<file path="src/rtl/serial_deserializer.sv">
// MSB-first serial-to-parallel receiver with a one-entry Valid/Ready output buffer
// and a sticky overrun flag for words dropped under back-pressure.
`timescale 1ns/1ps
module serial_deserializer #(
    parameter int unsigned SIZE  = 16,
    parameter int unsigned CNT_W = 5
) (
    input  logic             Clock,
    input  logic             Reset,
    input  logic             Enable,
    input  logic             SerialIn,
    input  logic             Start,
    input  logic             Ready,
    output logic [SIZE-1:0]  Q,
    output logic             Valid,
    output logic             Overrun,
    output logic [CNT_W-1:0] BitCount
);

    localparam int unsigned LAST_BIT = SIZE - 1;

    typedef enum logic [0:0] {
        EMPTY = 1'b0,
        FULL  = 1'b1
    } buf_state_e;

    // Only SIZE-1 bits need storing: the final bit completes the word directly.
    logic [SIZE-2:0]  shift_q, shift_d;
    logic [CNT_W-1:0] cnt_q, cnt_d;
    logic [SIZE-1:0]  word_q, word_d;
    logic             ovr_q, ovr_d;
    buf_state_e       state_q, state_d;

    logic [SIZE-1:0]  next_word;
    logic             complete;

    // Shift path: Start wins over Enable, last bit completes and clears the word.
    always_comb begin
        shift_d   = shift_q;
        cnt_d     = cnt_q;
        complete  = 1'b0;
        next_word = {shift_q, SerialIn};
        if (Start) begin
            shift_d = '0;
            cnt_d   = '0;
        end else if (Enable) begin
            if (cnt_q == CNT_W'(LAST_BIT)) begin
                complete = 1'b1;
                shift_d  = '0;
                cnt_d    = '0;
            end else begin
                shift_d = next_word[SIZE-2:0];
                cnt_d   = cnt_q + CNT_W'(1);
            end
        end
    end

    // Output buffer: a completion into a full, stalled buffer is dropped.
    always_comb begin
        state_d = state_q;
        word_d  = word_q;
        ovr_d   = ovr_q;
        if (Start) begin
            ovr_d = 1'b0;
        end
        unique case (state_q)
            EMPTY: begin
                if (complete) begin
                    word_d  = next_word;
                    state_d = FULL;
                end
            end
            FULL: begin
                if (complete) begin
                    if (Ready) begin
                        word_d = next_word;
                    end else begin
                        ovr_d = 1'b1;
                    end
                end else if (Ready) begin
                    state_d = EMPTY;
                end
            end
            default: state_d = EMPTY;
        endcase
    end

    always_ff @(posedge Clock or posedge Reset) begin
        if (Reset) begin
            shift_q <= '0;
            cnt_q   <= '0;
            word_q  <= '0;
            ovr_q   <= 1'b0;
            state_q <= EMPTY;
        end else begin
            shift_q <= shift_d;
            cnt_q   <= cnt_d;
            word_q  <= word_d;
            ovr_q   <= ovr_d;
            state_q <= state_d;
        end
    end

    assign Q        = word_q;
    assign Valid    = (state_q == FULL);
    assign Overrun  = ovr_q;
    assign BitCount = cnt_q;

endmodule

</file>
<file path="config.mk">
export PLATFORM = sky130hd
export DESIGN_NAME = serial_deserializer
export DESIGN_NICKNAME = d
export VERILOG_FILES = /design/src/rtl/serial_deserializer.sv
export SDC_FILE = /design/constraint.sdc
export NUM_CORES = 1
export LEC_CHECK = 0
export CAP_MARGIN = 20
export CORE_MARGIN = 4
export CORE_UTILIZATION = 45
export DETAILED_ROUTE_END_ITERATION = 8
export MAX_ROUTING_LAYER = met4
export PLACE_DENSITY_LB_ADDON = 0.2
export SLEW_MARGIN = 20
export SYNTH_ARGS = -nofsm -noshare
export SYNTH_HDL_FRONTEND = slang
export SYNTH_SLANG_ARGS = --single-unit
</file>
<file path="constraint.sdc">
create_clock -name Clock -period 1.6 [get_ports Clock]
set_input_delay 0.4 -clock Clock [delete_from_list [all_inputs] [get_ports Clock]]
set_output_delay 0.4 -clock Clock [all_outputs]
set_load 0.02 [all_outputs]
</file>
==> summary.md, run 1 <==
| Metric | Value |
|---|---|
| Status | `finished, final reports clean` |
| Hold Slack | `399.9 ps` |
| Clock Skew | `10.81 ps` |
| Switch share | `22.94%` |
| Number of synthesized register bits | `38` |
| Worst Path Arrival | `1790 ps` |
| Layout area overhead | `32.38%` |
| Reg power frac | `61.2%` |
| Max Clk Rate | `641.9 MHz` |
| Gate power share | `6.2%` |
| Nets | `146` |
| P_int | `1227 uW` |
| Post-CTS setup buffer count | `0` |
| Die Width | `65.57 um` |
| CTS Hold Bufs | `0` |
| WP data required | `1830 ps` |
| CTS root buffer | `clkbuf_4` |
| Post-synthesis sequential area ratio | `63.76%` |
| ANT nets after route | `0` |
| CTS Sinks | `38` |
| Post-route insts no fill | `184` |
| Core area | `3103 um2` |
| Pwr/cell area | `806.7 nW/um2` |
| Die height | `65.57 um` |
| Clk pwr share | `32.6%` |
| WL final | `2637 um` |
| Port bufs | `28` |
| Drt wl/cell | `14.33 um` |
| Gate Count Post-Synth | `96` |
| Worst-Margin Slew | `211.4 ps` |
| CTS tree | `built` |
| VDD IR-drop max | `0.3444 mV` |
| Fill cells | `268` |
| Largest net degree at the start of global routing | `39` |
| GR Overflow Total | `0` |
| Worst setup path category | `register to register` |
| Layout Utilization | `63.63%` |
| CTS H-tree lvls | `2` |
| Net load switching power | `365.4 uW` |
| RSZ-0062 raised after global routing | `false` |
| Max cap viols | `0` |
| Number of global-route vias before repair | `972` |
| Starting Density | `48.06%` |
| Clock slew at reported path FFs | `120 ps` |
| CTS buffer count | `5` |
| Synthesized area | `1491 um2` |
| Slew headroom | `85.85%` |
| Overall via count from detail_route | `958` |
| Max-slew violations | `0` |
| Reg2reg path depth | `5` |
| Mean post-synth cell area | `15.54 um2` |
| Startpoint Class | `register` |
| Final setup vio count | `0` |
| Leakage Power | `0.001092 uW` |
| Cell row count | `20` |
| CP endpoint kind | `register` |
| Tightest Hold Check Type | `input pin to asynchronous set/reset pin` |
| Cell variety after synth | `20` |
| DR vias/cell | `5.207` |
| Initial antenna violation count | `0` |
| GRT Resource Usage Total | `13.95%` |
| Iter 0 DRT Violations | `66` |
| Commonest non-fill, non-tap cell in the layout | `dfrtp_1` |
| Bufs on Longest Clock Path | `2` |
| First-pass GRT wire length | `4436 um` |
| Most frequent cells in the layout | `36 x dfrtp_1, 23 x dlygate4sd2_1, 17 x a22o_1` |
| Die Area | `4299 um2` |
| DRC viols | `0` |
| Crit-path max FO | `5` |
| Fraction of layout cells with a size suffix above 1 | `30.00%` |
| Detailed-router iteration count before antenna repair | `4` |
| Antenna Cells | `0` |
| Placed Cells | `175` |
| HPWL Detailed | `1810 um` |
| Post-synth net total | `103` |
| Routability congestion estimate from global placement | `0.7371` |
| Final worst-path cycle share | `97.37%` |
| Tmin final | `1558 ps` |
| Total power | `1593 uW` |
| Insertion delay to the later sink of the worst-skew pair | `340 ps` |
| Synth warn | `0` |
| Top-Level Pins | `29` |
| Hold Fails Final Rpt | `0` |
[power by group through the flow]
stage | clock, uW | combinational, uW | sequential, uW
6_report | 519 | 98.8 | 975
5_1_grt | 575 | 109 | 977
4_1_cts | 539 | 98.2 | 975
3_5_place_dp | 0 | 101 | 994
3_3_place_gp | 0 | 99.7 | 994
2_1_floorplan | 0 | 42.0 | 998
[area by class of cell]
class,instances,area (um2),share of cell area (%)
inverter,3,11.26,0.5703
tap,44,55.05,2.788
multi-input combinational,50,519.2,26.30
sequential,38,953.4,48.29
timing repair buffer,41,375.4,19.01
clock buffer,7,55.05,2.788
clock inverter,1,5.005,0.2535
[state kept, by name, summed over array words and instances (netlist names)]
name / flops
BitCount: 5
Overrun: 1
Q: 16
Valid: 1
shift_q: 15
[logic make-up (layout without fill, tap and decap cells)]
logic type / Yosys count / count (layout) / share of synthesized area, %
DFF: 38 / 38 / 63.76
AOI/OAI and AO/OA: 20 / 20 / 11.91
muxes: 17 / 17 / 15.35
and+or+nand+nor: 10 / 10 / 3.523
buffers and inverters: 8 / 52 / 3.440
xor gates and xnor gates: 2 / 2 / 1.175
adders and majority gates: 1 / 1 / 0.8388
[what timing repair did]
action	CTS	global route
gates cloned	0	1
gates resized for setup	23	3
endpoints found under the hold margin	0	0
pin swaps	0	0
endpoints found under the setup margin	23	13
[synth_stat cells]
library cell | instances | share of area [%]
o311a_1 | 1 | 0.67
nand4bb_1 | 1 | 0.75
mux2_2 | 7 | 5.3
inv_1 | 3 | 0.75
or4_1 | 1 | 0.50
nand2b_1 | 1 | 0.42
nand3_1 | 1 | 0.34
xor2_1 | 1 | 0.59
dfrtp_1 | 38 | 64
buf_4 | 1 | 0.50
buf_6 | 2 | 1.5
o2bb2ai_1 | 1 | 0.59
mux2_4 | 10 | 10
buf_2 | 2 | 0.67
o211a_1 | 1 | 0.67
nor2_1 | 3 | 0.75
xnor2_1 | 1 | 0.59
nand2_1 | 3 | 0.75
a22o_1 | 17 | 10
ha_1 | 1 | 0.84
[routing by layer]
metal,vias up,share of wire (%),GRT usage [%]
met1,491,45,16.39
met5,-,0,-
met2,26,49,22.25
met4,0,1.1,4.663
met3,4,4.4,5.128
li1,437,-,-
[path summary, 6_finish.rpt]
path                                    startpoint                       to  slack [ps]
max                        BitCount[0]$_DFFE_PP0P_         Q[4]$_DFFE_PP0P_          40
min                                          Reset  BitCount[3]$_DFFE_PP0P_         400
max reg2reg                BitCount[0]$_DFFE_PP0P_         Q[4]$_DFFE_PP0P_          40
min reg2reg                      Overrun$_DFF_PP0_        Overrun$_DFF_PP0_         510
max in group asynchronous                    Reset  BitCount[1]$_DFFE_PP0P_        1000
min in group Clock               Overrun$_DFF_PP0_        Overrun$_DFF_PP0_         510
[critical path, cell delays in order (launching register included)]
cell	delay, ps
dfrtp_2	450
ha_1	230
nand2_2	70
nand4bb_4	170
buf_2	220
mux2_4	320
[through the flow]
| stage | worst slack, ps | instance area, um2 | TNS [ps] |
|---|---|---|---|
| after floorplan | 7.794 | 1504 | 0 |
| after global placement | -221.5 | 1907 | -5392 |
| after detailed placement | -262.5 | 1907 | -6202 |
| after CTS | 17.08 | 1938 | 0 |
| after global routing | 3.348 | 1974 | 0 |
| final | 42.07 | 1974 | 0 |
Power figures use the tool's default switching activity.
==> run 2, diff against run 1 <==
Settings changed: MAX_ROUTING_LAYER met4 to unset.
==> run 2 against run 1 <==
Against the previous run: clock-buffer cell count unchanged; total power about the same; die area did not move; global-route usage down 0.37 points; cell count did not move; sequential power about the same; worst hold slack gained 1.7 ps.
==> summary.md, run 2 (synthesized netlist as in run 1, its figures left out) <==
| Metric | Value |
|---|---|
| First-pass GRT wire length | `4436 um (unchanged)` |
| CTS buffer count | `5 (unchanged)` |
| Tmin final | `1557 ps (-0.8362 ps)` |
| HPWL Detailed | `1810 um (unchanged)` |
| Final worst-path cycle share | `97.32% (about the same)` |
| Detailed-router iteration count before antenna repair | `4 (unchanged)` |
| Leakage Power | `0.001092 uW (unchanged)` |
| Worst Path Arrival | `1790 ps (about the same)` |
| Die Width | `65.57 um (unchanged)` |
| Max FFs per register | `16 (unchanged)` |
| Worst setup endpoint | `Q[4]$_DFFE_PP0P_` |
| Pwr/cell area | `806.8 nW/um2 (about the same)` |
| CTS Sinks | `38 (unchanged)` |
| Fill cells | `268 (unchanged)` |
| Iter 0 DRT Violations | `66 (unchanged)` |
| Top-Level Pins | `29 (unchanged)` |
| WL final | `2628 um (-0.34%)` |
| Setup crit start | `BitCount[0]$_DFFE_PP0P_` |
| Max-slew violations | `0 (unchanged)` |
| Layout area overhead | `32.38% (unchanged)` |
| Drt wl/cell | `14.28 um (-0.34%)` |
| CP endpoint kind | `register` |
| Overall via count from detail_route | `956 (-0.21%)` |
| GR Layer Usage met2 | `22.25% (unchanged)` |
| Tightest Hold Check Type | `input pin to asynchronous set/reset pin` |
| Clock Skew | `10.55 ps (-0.2643 ps)` |
| GR Overflow Total | `0 (unchanged)` |
| FF-to-FF Start | `BitCount[0]$_DFFE_PP0P_` |
| RSZ-0062 raised after global routing | `false` |
| Setup TNS | `0 ps (unchanged)` |
| Most frequent cells in the layout | `36 x dfrtp_1, 23 x dlygate4sd2_1, 17 x a22o_1` |
| Largest net degree at the start of global routing | `39 (unchanged)` |
| VDD IR-drop max | `0.3442 mV (about the same)` |
| Clock slew at reported path FFs | `120 ps (about the same)` |
| Hold Slack | `401.5 ps (+1.684 ps)` |
| Cell row count | `20 (unchanged)` |
| Die Area | `4299 um2 (unchanged)` |
| Core area | `3103 um2 (unchanged)` |
| GRT Resource Usage Total | `13.58% (-0.37 points)` |
| Final worst slack | `42.91 ps (+0.8362 ps)` |
| Nets | `146 (unchanged)` |
| Total power | `1593 uW (about the same)` |
| Commonest non-fill, non-tap cell in the layout | `dfrtp_1` |
| Max Clk Rate | `642.2 MHz (about the same)` |
| Status | `finished, final reports clean` |
| Routing usage on met1 | `16.28% (-0.11 points)` |
| Slew headroom | `85.85% (unchanged)` |
| Final setup vio count | `0 (unchanged)` |
| CTS root buffer | `clkbuf_4` |
| Crit-path max FO | `5 (unchanged)` |
| Reg2reg path depth | `5 (unchanged)` |
| ANT nets after route | `0 (unchanged)` |
| Post-CTS setup buffer count | `0 (unchanged)` |
| Worst-Margin Slew | `211.4 ps (unchanged)` |
| DRC viols | `0 (unchanged)` |
| Worst setup path category | `register to register` |
| Fraction of layout cells with a size suffix above 1 | `30.00% (unchanged)` |
| Met3 usage | `5.299% (+0.17 points)` |
| Startpoint Class | `register` |
| Bufs on Longest Clock Path | `2 (unchanged)` |
| Port bufs | `28 (unchanged)` |
| DR vias/cell | `5.196 (-0.21%)` |
| CTS tree | `built` |
| Antenna Cells | `0 (unchanged)` |
| Number of global-route vias before repair | `972 (unchanged)` |
| Die height | `65.57 um (unchanged)` |
| WP data required | `1830 ps (about the same)` |
| CTS Hold Bufs | `0 (unchanged)` |
| Global route hottest layer | `met2` |
| Routability congestion estimate from global placement | `0.7283 (-1.2%)` |
| Starting Density | `48.06% (unchanged)` |
| Setup WS pre-CTS | `-262.5 ps (unchanged)` |
| Reg2Reg Setup Slack | `40 ps (about the same)` |
| Insertion delay to the later sink of the worst-skew pair | `340 ps (about the same)` |
| CTS H-tree lvls | `2 (unchanged)` |
| Max cap viols | `0 (unchanged)` |
| Hold Fails Final Rpt | `0 (unchanged)` |
| FF-to-FF End | `Q[4]$_DFFE_PP0P_` |
| Initial antenna violation count | `0 (unchanged)` |
==> run 2: timing repair <==
action | in CTS | in global routing
gates cloned | 0 | 1
resized for setup | 23 | 3
endpoints found under the setup margin | 23 | 13
==> run 2: routing by layer <==
metal	vias up	wire, um	part of all wire (%)
met4	0	29	1.1
met3	4	124	4.7
met2	24	1294	49
met1	491	1179	45
li1	437	-	-
met5	-	0	0
==> run 2: area by class of cell <==
| type | count | area [um2] | area share [%] |
|---|---|---|---|
| clock buffers | 7 | 55.05 | 2.788 |
| clock inverters | 1 | 5.005 | 0.2535 |
| flip-flops and latches | 38 | 953.4 | 48.29 |
| well taps | 44 | 55.05 | 2.788 |
| multi-input cells | 50 | 519.2 | 26.30 |
| repair buffers | 41 | 375.4 | 19.01 |
| inverters | 3 | 11.26 | 0.5703 |
==> run 2: stage by stage <==
stage	instances	instance area (um2)	utilization (%)
final	184	1974	63.63
after global routing	184	1974	63.63
after CTS	183	1938	62.46
after detailed placement	175	1907	61.45
after global placement	175	1907	61.45
after floorplan	96	1504	-
==> run 2: worst min path at each step <==
stage                                 start                      end  slack, ps  cells past startpoint
after floorplan                       Start  BitCount[2]$_DFFE_PP0P_        470                      1
after global placement    Overrun$_DFF_PP0_        Overrun$_DFF_PP0_        470                      1
after detailed placement  Overrun$_DFF_PP0_        Overrun$_DFF_PP0_        480                      1
after CTS                             Reset  BitCount[3]$_DFFE_PP0P_        410                      3
after global routing                  Reset  BitCount[1]$_DFFE_PP0P_        430                      3
final                                 Reset  BitCount[3]$_DFFE_PP0P_        400                      3
==> run 2: worst max-delay path: stages (launching register included) <==
cell	delay [ps]
dfrtp_2	450
ha_1	230
nand2_2	70
nand4bb_4	170
buf_2	220
mux2_4	320
==> run 2: where the power goes <==
group / switching, uW / internal, uW
Combinational: 52.4 / 46.4
Clock: 306 / 213
Sequential: 7.53 / 968
